$ cat src/rtl/real_div_seq_if.sv
// rtl/real_div_seq_if.sv - operand/result handshake bundle for real_div_seq
// Purpose: groups the operand and result valid/ready channels and the exception flags.
// Ports (signals):
//   in_valid, in_ready          operand handshake
//   op1, op2                    dividend, divisor (WIDTH bits)
//   out_valid, out_ready        result handshake
//   res                         quotient op1/op2 (WIDTH bits)
//   div_by_zero, invalid, overflow, underflow, inexact   exception flags for res
// Modports: master drives operands and out_ready; slave is the divider.
interface real_div_seq_if #(
    parameter int WIDTH = 32
) ();
    logic             in_valid;
    logic             in_ready;
    logic [WIDTH-1:0] op1;
    logic [WIDTH-1:0] op2;
    logic             out_valid;
    logic             out_ready;
    logic [WIDTH-1:0] res;
    logic             div_by_zero;
    logic             invalid;
    logic             overflow;
    logic             underflow;
    logic             inexact;

    modport master (
        output in_valid, op1, op2, out_ready,
        input  in_ready, out_valid, res, div_by_zero, invalid, overflow, underflow, inexact
    );

    modport slave (
        input  in_valid, op1, op2, out_ready,
        output in_ready, out_valid, res, div_by_zero, invalid, overflow, underflow, inexact
    );
endinterface

$ cat src/rtl/real_div_seq.sv
// rtl/real_div_seq.sv - sequential IEEE-754 divider, radix-2 restoring, round to nearest-even
// Purpose: res = op1 / op2 with one quotient bit per cycle; denormal inputs read as zero,
//          denormal results flush to zero.
// Ports:
//   clk     rising-edge clock
//   rst_n   asynchronous active-low reset
//   bus     real_div_seq_if.slave: in_valid/in_ready/op1/op2 in, out_valid/out_ready/res/flags out
module real_div_seq #(
    parameter bit IS_DOUBLE  = 1'b0,
    parameter int WIDTH      = IS_DOUBLE ? 64 : 32,
    parameter int EXPONENT_W = IS_DOUBLE ? 11 : 8,
    parameter int MANTISSA_W = IS_DOUBLE ? 52 : 23
) (
    input  logic          clk,
    input  logic          rst_n,
    real_div_seq_if.slave bus
);
    localparam int N     = MANTISSA_W + 3;
    localparam int EW2   = EXPONENT_W + 2;
    localparam int CNT_W = $clog2(N);

    localparam logic signed [EW2-1:0] BIAS     = EW2'((1 << (EXPONENT_W - 1)) - 1);
    localparam logic signed [EW2-1:0] EXP_MAX  = EW2'((1 << EXPONENT_W) - 1);
    localparam logic signed [EW2-1:0] EXP_ONE  = EW2'(1);
    localparam logic signed [EW2-1:0] EXP_ZERO = EW2'(0);
    localparam logic [CNT_W-1:0]      CNT_LAST = CNT_W'(N - 1);
    localparam logic [WIDTH-1:0]      QNAN     =
        {1'b0, {EXPONENT_W{1'b1}}, 1'b1, {(MANTISSA_W-1){1'b0}}};

    typedef enum logic [1:0] {S_IDLE, S_DIVIDE, S_ROUND, S_DONE} state_t;

    state_t                  state_q, state_d;
    logic                    sign_q, sign_d;
    logic signed [EW2-1:0]   exp_q, exp_d;
    logic [MANTISSA_W+1:0]   rem_q, rem_d;
    logic [MANTISSA_W:0]     div_q, div_d;
    logic [N-1:0]            quo_q, quo_d;
    logic [CNT_W-1:0]        cnt_q, cnt_d;
    logic [WIDTH-1:0]        res_q, res_d;
    logic                    dbz_q, dbz_d;
    logic                    inv_q, inv_d;
    logic                    ovf_q, ovf_d;
    logic                    unf_q, unf_d;
    logic                    inx_q, inx_d;

    // Operand field decode
    logic                  s1, s2, zero1, zero2, inf1, inf2, nan1, nan2, sign_in;
    logic [EXPONENT_W-1:0] e1, e2;
    logic [MANTISSA_W-1:0] f1, f2;

    assign s1      = bus.op1[WIDTH-1];
    assign s2      = bus.op2[WIDTH-1];
    assign e1      = bus.op1[WIDTH-2 -: EXPONENT_W];
    assign e2      = bus.op2[WIDTH-2 -: EXPONENT_W];
    assign f1      = bus.op1[MANTISSA_W-1:0];
    assign f2      = bus.op2[MANTISSA_W-1:0];
    assign sign_in = s1 ^ s2;
    // A zero exponent field is zero regardless of fraction (denormals read as zero)
    assign zero1   = (e1 == '0);
    assign zero2   = (e2 == '0);
    assign inf1    = (&e1) & ~(|f1);
    assign inf2    = (&e2) & ~(|f2);
    assign nan1    = (&e1) & (|f1);
    assign nan2    = (&e2) & (|f2);

    // Restoring division step: the remainder stays below 2*divisor, so it fits in M+2 bits
    logic [MANTISSA_W+1:0] div_ext, diff, rem_next;
    logic                  q_bit;

    assign div_ext  = {1'b0, div_q};
    assign q_bit    = (rem_q >= div_ext);
    assign diff     = rem_q - div_ext;
    assign rem_next = q_bit ? diff : rem_q;

    // Normalize and round. The quotient lies in (0.5, 2); when its MSB is clear the
    // implied one sits one bit lower, so every field moves down one position.
    logic                  norm, guard, low, sticky, round_up, carry, rnd_inexact;
    logic                  rnd_ovf, rnd_unf;
    logic [MANTISSA_W-1:0] frac_n;
    logic [MANTISSA_W:0]   mant_r;
    logic signed [EW2-1:0] exp_n, exp_r;

    assign norm        = quo_q[N-1];
    assign frac_n      = norm ? quo_q[N-2:2] : quo_q[N-3:1];
    assign guard       = norm ? quo_q[1] : quo_q[0];
    assign low         = norm & quo_q[0];
    assign sticky      = |rem_q;
    assign round_up    = guard & (low | sticky | frac_n[0]);
    // Carry out of the fraction means 1.11..1 rounded up to 2.0: fraction is already zero
    assign mant_r      = {1'b0, frac_n} + {{MANTISSA_W{1'b0}}, round_up};
    assign carry       = mant_r[MANTISSA_W];
    assign exp_n       = norm ? exp_q : exp_q - EXP_ONE;
    assign exp_r       = carry ? exp_n + EXP_ONE : exp_n;
    assign rnd_inexact = guard | low | sticky;
    assign rnd_ovf     = (exp_r >= EXP_MAX);
    assign rnd_unf     = (exp_r <= EXP_ZERO);

    always_comb begin
        state_d = state_q;
        sign_d  = sign_q;
        exp_d   = exp_q;
        rem_d   = rem_q;
        div_d   = div_q;
        quo_d   = quo_q;
        cnt_d   = cnt_q;
        res_d   = res_q;
        dbz_d   = dbz_q;
        inv_d   = inv_q;
        ovf_d   = ovf_q;
        unf_d   = unf_q;
        inx_d   = inx_q;
        case (state_q)
            S_IDLE: begin
                if (bus.in_valid) begin
                    sign_d = sign_in;
                    if (nan1 | nan2 | (zero1 & zero2) | (inf1 & inf2)) begin
                        state_d = S_DONE;
                        res_d   = QNAN;
                        {dbz_d, inv_d, ovf_d, unf_d, inx_d} = 5'b01000;
                    end else if (zero2 & ~inf1) begin
                        state_d = S_DONE;
                        res_d   = {sign_in, {EXPONENT_W{1'b1}}, {MANTISSA_W{1'b0}}};
                        {dbz_d, inv_d, ovf_d, unf_d, inx_d} = 5'b10000;
                    end else if (inf1) begin
                        state_d = S_DONE;
                        res_d   = {sign_in, {EXPONENT_W{1'b1}}, {MANTISSA_W{1'b0}}};
                        {dbz_d, inv_d, ovf_d, unf_d, inx_d} = 5'b00000;
                    end else if (zero1 | inf2) begin
                        state_d = S_DONE;
                        res_d   = {sign_in, {(WIDTH-1){1'b0}}};
                        {dbz_d, inv_d, ovf_d, unf_d, inx_d} = 5'b00000;
                    end else begin
                        state_d = S_DIVIDE;
                        exp_d   = $signed({2'b00, e1}) - $signed({2'b00, e2}) + BIAS;
                        rem_d   = {1'b0, 1'b1, f1};
                        div_d   = {1'b1, f2};
                        quo_d   = '0;
                        cnt_d   = '0;
                    end
                end
            end
            S_DIVIDE: begin
                quo_d = {quo_q[N-2:0], q_bit};
                rem_d = rem_next << 1;
                cnt_d = cnt_q + CNT_W'(1);
                if (cnt_q == CNT_LAST) begin
                    state_d = S_ROUND;
                end
            end
            S_ROUND: begin
                state_d = S_DONE;
                dbz_d   = 1'b0;
                inv_d   = 1'b0;
                if (rnd_ovf) begin
                    res_d = {sign_q, {EXPONENT_W{1'b1}}, {MANTISSA_W{1'b0}}};
                    {ovf_d, unf_d, inx_d} = 3'b101;
                end else if (rnd_unf) begin
                    res_d = {sign_q, {(WIDTH-1){1'b0}}};
                    {ovf_d, unf_d, inx_d} = 3'b011;
                end else begin
                    res_d = {sign_q, exp_r[EXPONENT_W-1:0], mant_r[MANTISSA_W-1:0]};
                    {ovf_d, unf_d, inx_d} = {2'b00, rnd_inexact};
                end
            end
            S_DONE: begin
                if (bus.out_ready) begin
                    state_d = S_IDLE;
                end
            end
            default: state_d = S_IDLE;
        endcase
    end

    always_ff @(posedge clk or negedge rst_n) begin
        if (!rst_n) begin
            state_q <= S_IDLE;
            sign_q  <= 1'b0;
            exp_q   <= '0;
            rem_q   <= '0;
            div_q   <= '0;
            quo_q   <= '0;
            cnt_q   <= '0;
            res_q   <= '0;
            dbz_q   <= 1'b0;
            inv_q   <= 1'b0;
            ovf_q   <= 1'b0;
            unf_q   <= 1'b0;
            inx_q   <= 1'b0;
        end else begin
            state_q <= state_d;
            sign_q  <= sign_d;
            exp_q   <= exp_d;
            rem_q   <= rem_d;
            div_q   <= div_d;
            quo_q   <= quo_d;
            cnt_q   <= cnt_d;
            res_q   <= res_d;
            dbz_q   <= dbz_d;
            inv_q   <= inv_d;
            ovf_q   <= ovf_d;
            unf_q   <= unf_d;
            inx_q   <= inx_d;
        end
    end

    assign bus.in_ready    = (state_q == S_IDLE);
    assign bus.out_valid   = (state_q == S_DONE);
    assign bus.res         = res_q;
    assign bus.div_by_zero = dbz_q;
    assign bus.invalid     = inv_q;
    assign bus.overflow    = ovf_q;
    assign bus.underflow   = unf_q;
    assign bus.inexact     = inx_q;
endmodule

$ cat src/flat_wrapper.sv
// flat-port wrapper written by rule: the top's interface ports become plain ports
module real_div_seq_flat 
#(
    parameter bit IS_DOUBLE  = 1'b0,
    parameter int WIDTH      = IS_DOUBLE ? 64 : 32,
    parameter int EXPONENT_W = IS_DOUBLE ? 11 : 8,
    parameter int MANTISSA_W = IS_DOUBLE ? 52 : 23
)
  (clk, rst_n, bus_in_valid, bus_op1, bus_op2, bus_out_ready, bus_in_ready, bus_out_valid, bus_res, bus_div_by_zero, bus_invalid, bus_overflow, bus_underflow, bus_inexact);
  real_div_seq_if #(.WIDTH(WIDTH)) bus_i ();
  input  logic clk;
  input  logic rst_n;
  input wire logic [$bits(bus_i.in_valid)-1:0] bus_in_valid;
  input wire logic [$bits(bus_i.op1)-1:0] bus_op1;
  input wire logic [$bits(bus_i.op2)-1:0] bus_op2;
  input wire logic [$bits(bus_i.out_ready)-1:0] bus_out_ready;
  output wire logic [$bits(bus_i.in_ready)-1:0] bus_in_ready;
  output wire logic [$bits(bus_i.out_valid)-1:0] bus_out_valid;
  output wire logic [$bits(bus_i.res)-1:0] bus_res;
  output wire logic [$bits(bus_i.div_by_zero)-1:0] bus_div_by_zero;
  output wire logic [$bits(bus_i.invalid)-1:0] bus_invalid;
  output wire logic [$bits(bus_i.overflow)-1:0] bus_overflow;
  output wire logic [$bits(bus_i.underflow)-1:0] bus_underflow;
  output wire logic [$bits(bus_i.inexact)-1:0] bus_inexact;
  assign bus_i.in_valid = bus_in_valid;
  assign bus_i.op1 = bus_op1;
  assign bus_i.op2 = bus_op2;
  assign bus_i.out_ready = bus_out_ready;
  assign bus_in_ready = bus_i.in_ready;
  assign bus_out_valid = bus_i.out_valid;
  assign bus_res = bus_i.res;
  assign bus_div_by_zero = bus_i.div_by_zero;
  assign bus_invalid = bus_i.invalid;
  assign bus_overflow = bus_i.overflow;
  assign bus_underflow = bus_i.underflow;
  assign bus_inexact = bus_i.inexact;
  real_div_seq #(.IS_DOUBLE(IS_DOUBLE), .WIDTH(WIDTH), .EXPONENT_W(EXPONENT_W), .MANTISSA_W(MANTISSA_W)) u_core (.clk(clk), .rst_n(rst_n), .bus(bus_i));
endmodule
$ cat config.mk
export PLATFORM = sky130hd
export DESIGN_NAME = real_div_seq_flat
export DESIGN_NICKNAME = d
export VERILOG_FILES = /design/src/rtl/real_div_seq_if.sv /design/src/rtl/real_div_seq.sv /design/src/flat_wrapper.sv
export SDC_FILE = /design/constraint.sdc
export NUM_CORES = 1
export LEC_CHECK = 0
export CAP_MARGIN = 20
export CORE_MARGIN = 2
export CORE_UTILIZATION = 40
export CTS_CLUSTER_DIAMETER = 50
export DETAILED_ROUTE_END_ITERATION = 6
export GPL_TIMING_DRIVEN = 0
export PLACE_DENSITY = 0.66
export SLEW_MARGIN = 25
export SYNTH_ARGS = -nofsm -noshare
export SYNTH_HDL_FRONTEND = slang
export SYNTH_SLANG_ARGS = --single-unit
export TNS_END_PERCENT = 1
$ cat constraint.sdc
create_clock -name clk -period 4 [get_ports clk]
set_input_delay 0.4 -clock clk [delete_from_list [all_inputs] [get_ports clk]]
set_output_delay 0.4 -clock clk [all_outputs]
set_load 0.005 [all_outputs]
# After elaboration in Yosys (flattened, before gate mapping)
# Index checks and enable logic that the tools add are counted.
[classes]
bitwise_logic = 24
add_sub_neg = 7
n_reduce_logical = 15
n_mux = 59
magnitude_cmp = 3
n_eq_ne = 12
[ops]
columns = ["cell", "n"]
rows = [
  ["two-way mux 32 bit", 5],
  ["two-way mux 26 bit", 5],
  ["two-way mux 25 bit", 5],
  ["case mux 32 bit (2 select lines)", 1],
  ["two-way mux 31 bit", 2],
  ["case mux 26 bit (2 select lines)", 1],
  ["case mux 25 bit (2 select lines)", 1],
  ["OR reduction 23 bit", 2],
  [">= comparator 25 x 24 -> 1 bit", 1],
  ["two-way mux 5 bit", 5],
  ["OR reduction 25 bit", 1],
  ["adder 23 x 1 -> 24 bit", 1],
  ["two-way mux 24 bit", 1],
  ["subtractor 24 bit", 1],
  ["two-way mux 23 bit", 1],
  ["two-way mux 10 bit", 2],
  ["zero test 8 bit", 2],
  ["two-way mux 1 bit", 16],
  ["AND reduction 8 bit", 2],
  ["two-way mux 2 bit", 7],
  ["inequality test 2 bit (second input constant)", 6],
  ["AND reduction 6 bit", 2],
  ["adder 10 x 2 -> 10 bit (second input constant)", 1],
  ["adder 10 x 8 -> 10 bit (second input constant)", 1],
  ["other kinds (21)", 48],
]
[totals]
output_inout_bits = 39
inputBits = 68
regBits = 130
wordCells = 133

# Logic depth before layout (Yosys ltp)
[logic_depth]
depth_word = 10
depth_mapped = 20
depth_no_buf = 13

# Worst setup path after synthesis
# Ideal clock, no wire load.
[synth_timing]
path_kind = "flip-flop to flip-flop"
start = "reg u_core.quo_q[25]"
end = "reg u_core.res_q[12], in the netlist u_core.bus.res[12]"
arrival_time_ns = 4.180
required_time_ns = 3.879
synth_period_minus_slack_ns = 4.301
setup_time_ns = 0.121
path_stages_with_launch = 20
slack_ns = -0.301
n_path_buf = 7
path_cell_list = "dfrtp_1 > buf_4 > buf_12 > buf_2 > buf_1 > buf_1 > mux2_2 > nor3_1 > nor2_1 > ha_1 > nand2_1 > a2111oi_4 > nand4_4 > or3_1 > o31ai_1 > nand3_1 > and3_1 > buf_6 > buf_6 > a22o_1"
[synth_via]
elab_chain_cells = 10
word_cells_on_any_way = 15
cone_classes = "2 x add/sub; 2 x order compare; 7 x mux; 4 x bitwise"
[synth_rtl]
columns = ["element", "line", "source"]
rows = [
  ["from (decl)", "real_div_seq.sv:37", "logic [N-1:0] quo_q, quo_d;"],
  ["from (signal assigned)", "real_div_seq.sv:195", "quo_q <= quo_d;"],
  ["AND 1 bit", "real_div_seq.sv:86", "assign low = norm & quo_q[0];"],
  ["OR 1 bit (2 in a row)", "real_div_seq.sv:88", "assign round_up = guard & (low | sticky | frac_n[0]);"],
  ["AND 1 bit", "real_div_seq.sv:88", ""],
  ["adder 23 x 1 -> 24 bit", "real_div_seq.sv:90", "assign mant_r = {1'b0, frac_n} + {{MANTISSA_W{1'b0}}, round_up};"],
  ["two-way mux 10 bit", "real_div_seq.sv:93", "assign exp_r = carry ? exp_n + EXP_ONE : exp_n;"],
  ["<= comparator 10 x 1 -> 1 bit", "real_div_seq.sv:96", "assign rnd_unf = (exp_r <= EXP_ZERO);"],
  ["two-way mux 31 bit", "real_div_seq.sv:157", "end else if (rnd_unf) begin"],
  ["two-way mux 31 bit (*)", "real_div_seq.sv:154", "if (rnd_ovf) begin"],
  ["case mux 32 bit (2 select lines) (*)", "real_div_seq.sv:112", "case (state_q)"],
  ["to (signal assigned)", "real_div_seq.sv:197", "res_q <= res_d;"],
  ["to (decl)", "real_div_seq.sv:39", "logic [WIDTH-1:0] res_q, res_d;"],
]
# Mark *: on every way between the ends. The rest lies on a longest branch, timed or not.
# A chain may end at the register's enable or synchronous reset.

# Worst setup path in the final report
# Same ends and word-level chain as after synthesis.

==> results.md <==
* Num CTS Buffers at 17
* Setup repair after global routing missed its margin: yes
* Mux cell area share after synthesis at 0.0401
* Final std cells w/o fill at ~1500
* Xor/xnor share of the synthesized area at 0.0749
* Post-DRT Antenna Nets at 0
* Final worst path period need at 3.97 ns
* Crit-path max FO at 19
* Share of the synthesized area in the top cell type at 0.353
* Yosys reg bits at 130
* DR vias at 8572
* # nets final at 1337
* Core area at 0.0226 mm^2
* Gr ovfl total at 0
* Prevailing post-synth register cell: dfrtp_1
* CP Launch Type: flip-flop
* Worst-margin pin slew at 0.981 ns
* Num ports at 107
* Util after Layout at 0.506
* Largest family of logic cells by synthesized area: simple AND/OR/NAND/NOR gates
* First-pass GRT wire length at approximately 43000 um
* Pleak at 4.79 nW
* Syn nets at 1206
* Worst EP required at 4.31 ns
* Worst VDD drop at 0.318 mV
* Fmax at 252 MHz
* Seq/Total Area, Yosys at 0.353
* CTS tree: yes
* Final slew viol count at 0
* Fin crit share at 0.993
* Worst hold stages at 2
* RD Place Congestion at slightly above 0.9
* DR WL/cell at between 15 and 20 um
* Crit path kind: reg2reg
* Setup TNS at 0 ns
* Power consumption at 8.69 mW
* Hold WS at approximately 0.45 ns
* Area Overhead vs Synth at 24.1%
* Clock Tree Buf Depth at 2
* Inst Count DP at 1485
* Skew final at approximately 0.015 ns
* Worst Hold Class: reg2reg
* Final Setup Violations at 0
* Fin worst setup slack at 0.0273 ns
* Placed cell areas at 0.0107 mm^2
* Vias per inst at 5.63
* Top area cells in the synthesized netlist: dfrtp_1, nand2_1, ha_1, o21ai_0, xnor2_1
* Max Cap Viol at 0
* Async set-reset flop share out of synthesis at 1.00
* PortBufs at 106
* Initial antenna violation count at 0
* Run status: completed
* Max_slew headroom at 0.344
* Overall Global Routing Usage at 0.224
* Gate Count Post-Synth at 1093
* Synthesized area per cell at 8.44 um^2
* Crit path arrival time at 4.28 ns
* Compound-gate portion of the synthesized area at 0.198
* Dpl hpwl at a little over 20000 um
* Pin count of the biggest net entering global routing at 73
* Post-route design area at 0.0114 mm^2
* Mapped cell area at a little over 0.009 mm^2
* H-tree depth at 4
* Number of synthesized flops with an enable pin at 0
* DRC violation count after routing at 0
* Synth cell types at 75
* Final hold violation count at 0
* Adder-Cell Fraction of Synth Area at 0.0627
* Die area at 0.0243 mm^2
* Drt first-iter violations at 570
* Simple-Gate Fraction of Synth Area at 0.216
* CTS Sinks at 130
* Die W at around 160 um
* CTS Root Cell: clkbuf_16
* Most frequent cell after synthesis: nand2_1
* Fillers at roughly 2200
* Drt pass-1 iters at 5
* Top post-synthesis cells by count: nand2_1, dfrtp_1, o21ai_0
* Yosys Warn Count at 0
* Pre-CTS setup slack at -0.801 ns
* Antenna cells at 0
* Die Height at between 150 and 200 um
* Initial cell density of the core at 0.408
* Clk Latency, worst-skew pair at 0.43 ns
* Via count of the first global-routing pass at 8108
* Layout cell share with drive strength beyond 1 at 0.0728
* Worst-path clk slew at roughly 0.060 ns
* Worst setup EP type: flip-flop
* Pwr dens at 759 mW/mm^2
* Synth area leader: dfrtp_1
* Cells on worst reg2reg path at 19
* Rows at 55
* WL final at ~27000 um
==> routing by layer <==
metal / track usage / vias to the layer above / wire [um]
met5: 0 / - / 0
met3: 0.0406 / 28 / 1490
met1: 0.302 / 4096 / 12400
met2: 0.371 / 264 / 12600
li1: - / 4184 / -
met4: 0.0590 / 0 / 432
==> cell families after synthesis <==
| group | count (synthesis) |
|---|---|
| flip-flops | 130 |
| AO/OA/AOI/OAI | 275 |
| multiplexers | 36 |
| XOR/XNOR | 78 |
| adder cells (fa/ha/maj) | 45 |
| AND/OR/NAND/NOR | 406 |
| buffers and inverters | 123 |
==> power by group <==
part	total [mW]	internal, mW	leakage, nW	switching, mW
sequential	2.02	1.70	1.68	0.319
clock	1.70	1.05	0.296	0.647
combinational	4.97	1.99	2.81	2.98
==> cells in the final DEF, fill, tap and decap left out, types with 21 or more instances in the layout <==
master | synthesis | layout
xor2_1 | 38 | 38
inv_1 | 55 | 55
nor4_1 | 21 | 21
clkbuf_1 | 46 | 42
ha_1 | 43 | 43
nor2_1 | 57 | 57
dfrtp_1 | 130 | 130
o21ai_0 | 104 | 104
a21oi_1 | 35 | 35
nand3_1 | 33 | 32
clkdlybuf4s50_1 | 0 | 105
xnor2_1 | 39 | 39
nand2_1 | 175 | 175
mux2i_1 | 28 | 27
a22o_1 | 21 | 21
==> final timing paths <==
check,end,startpoint,slack [ns]
max reg2reg,u_core.bus.res[12],u_core.quo_q[25],0.03
min reg2reg,u_core.div_q[23],u_core.div_q[23],0.45
min in group asynchronous,u_core.bus.div_by_zero,rst_n,0.48
min,u_core.div_q[23],u_core.div_q[23],0.45
max in group asynchronous,u_core.bus.res[6],rst_n,2.80
max,u_core.bus.res[12],u_core.quo_q[25],0.03
==> cell type report <==
cell class              count  area [um^2]  share of cell area
multi-input cells         840         5520               0.482
flip-flops and latches    130         3250               0.284
repair buffers            114         1150               0.100
clock buffers              17          425              0.0372
well taps                 285          357              0.0312
plain buffers              65          327              0.0285
inverters                  56          210              0.0184
clock inverters            15          208              0.0181
==> critical path, stage by stage, from the launching register on <==
cell       delay [ns]
dfrtp_1          0.36
buf_4            0.18
buf_12           0.17
buf_6            0.16
buf_8            0.16
mux2_2           0.25
nor3_1           0.05
nor2_1           0.10
ha_1             0.19
nand2_1          0.11
a2111oi_4        0.21
buf_4            0.19
nand4_4          0.17
or3_4            0.48
o31ai_4          0.25
nand3_2          0.13
and3_4           0.20
buf_6            0.13
buf_6            0.13
a22o_1           0.22
==> sequential cells by signal, indices dropped and copies added, names as in the netlist, 2 cells and up <==
name            cells
u_core.cnt_q        5
u_core.quo_q       26
u_core.bus.res     32
u_core.div_q       24
u_core.rem_q       25
u_core.exp_q       10
u_core.state_q      2
==> repair_timing <==
action / 4_1_cts / 5_1_grt
resized for setup: 6 / 17
pin swaps: 1 / 2
setup buffers: 2 / 4
hold endpoints to repair: 58 / 0
setup endpoints to repair: 34 / 41
hold buffers: 1 / 0
Note: power is estimated with default switching activity, not from simulation.
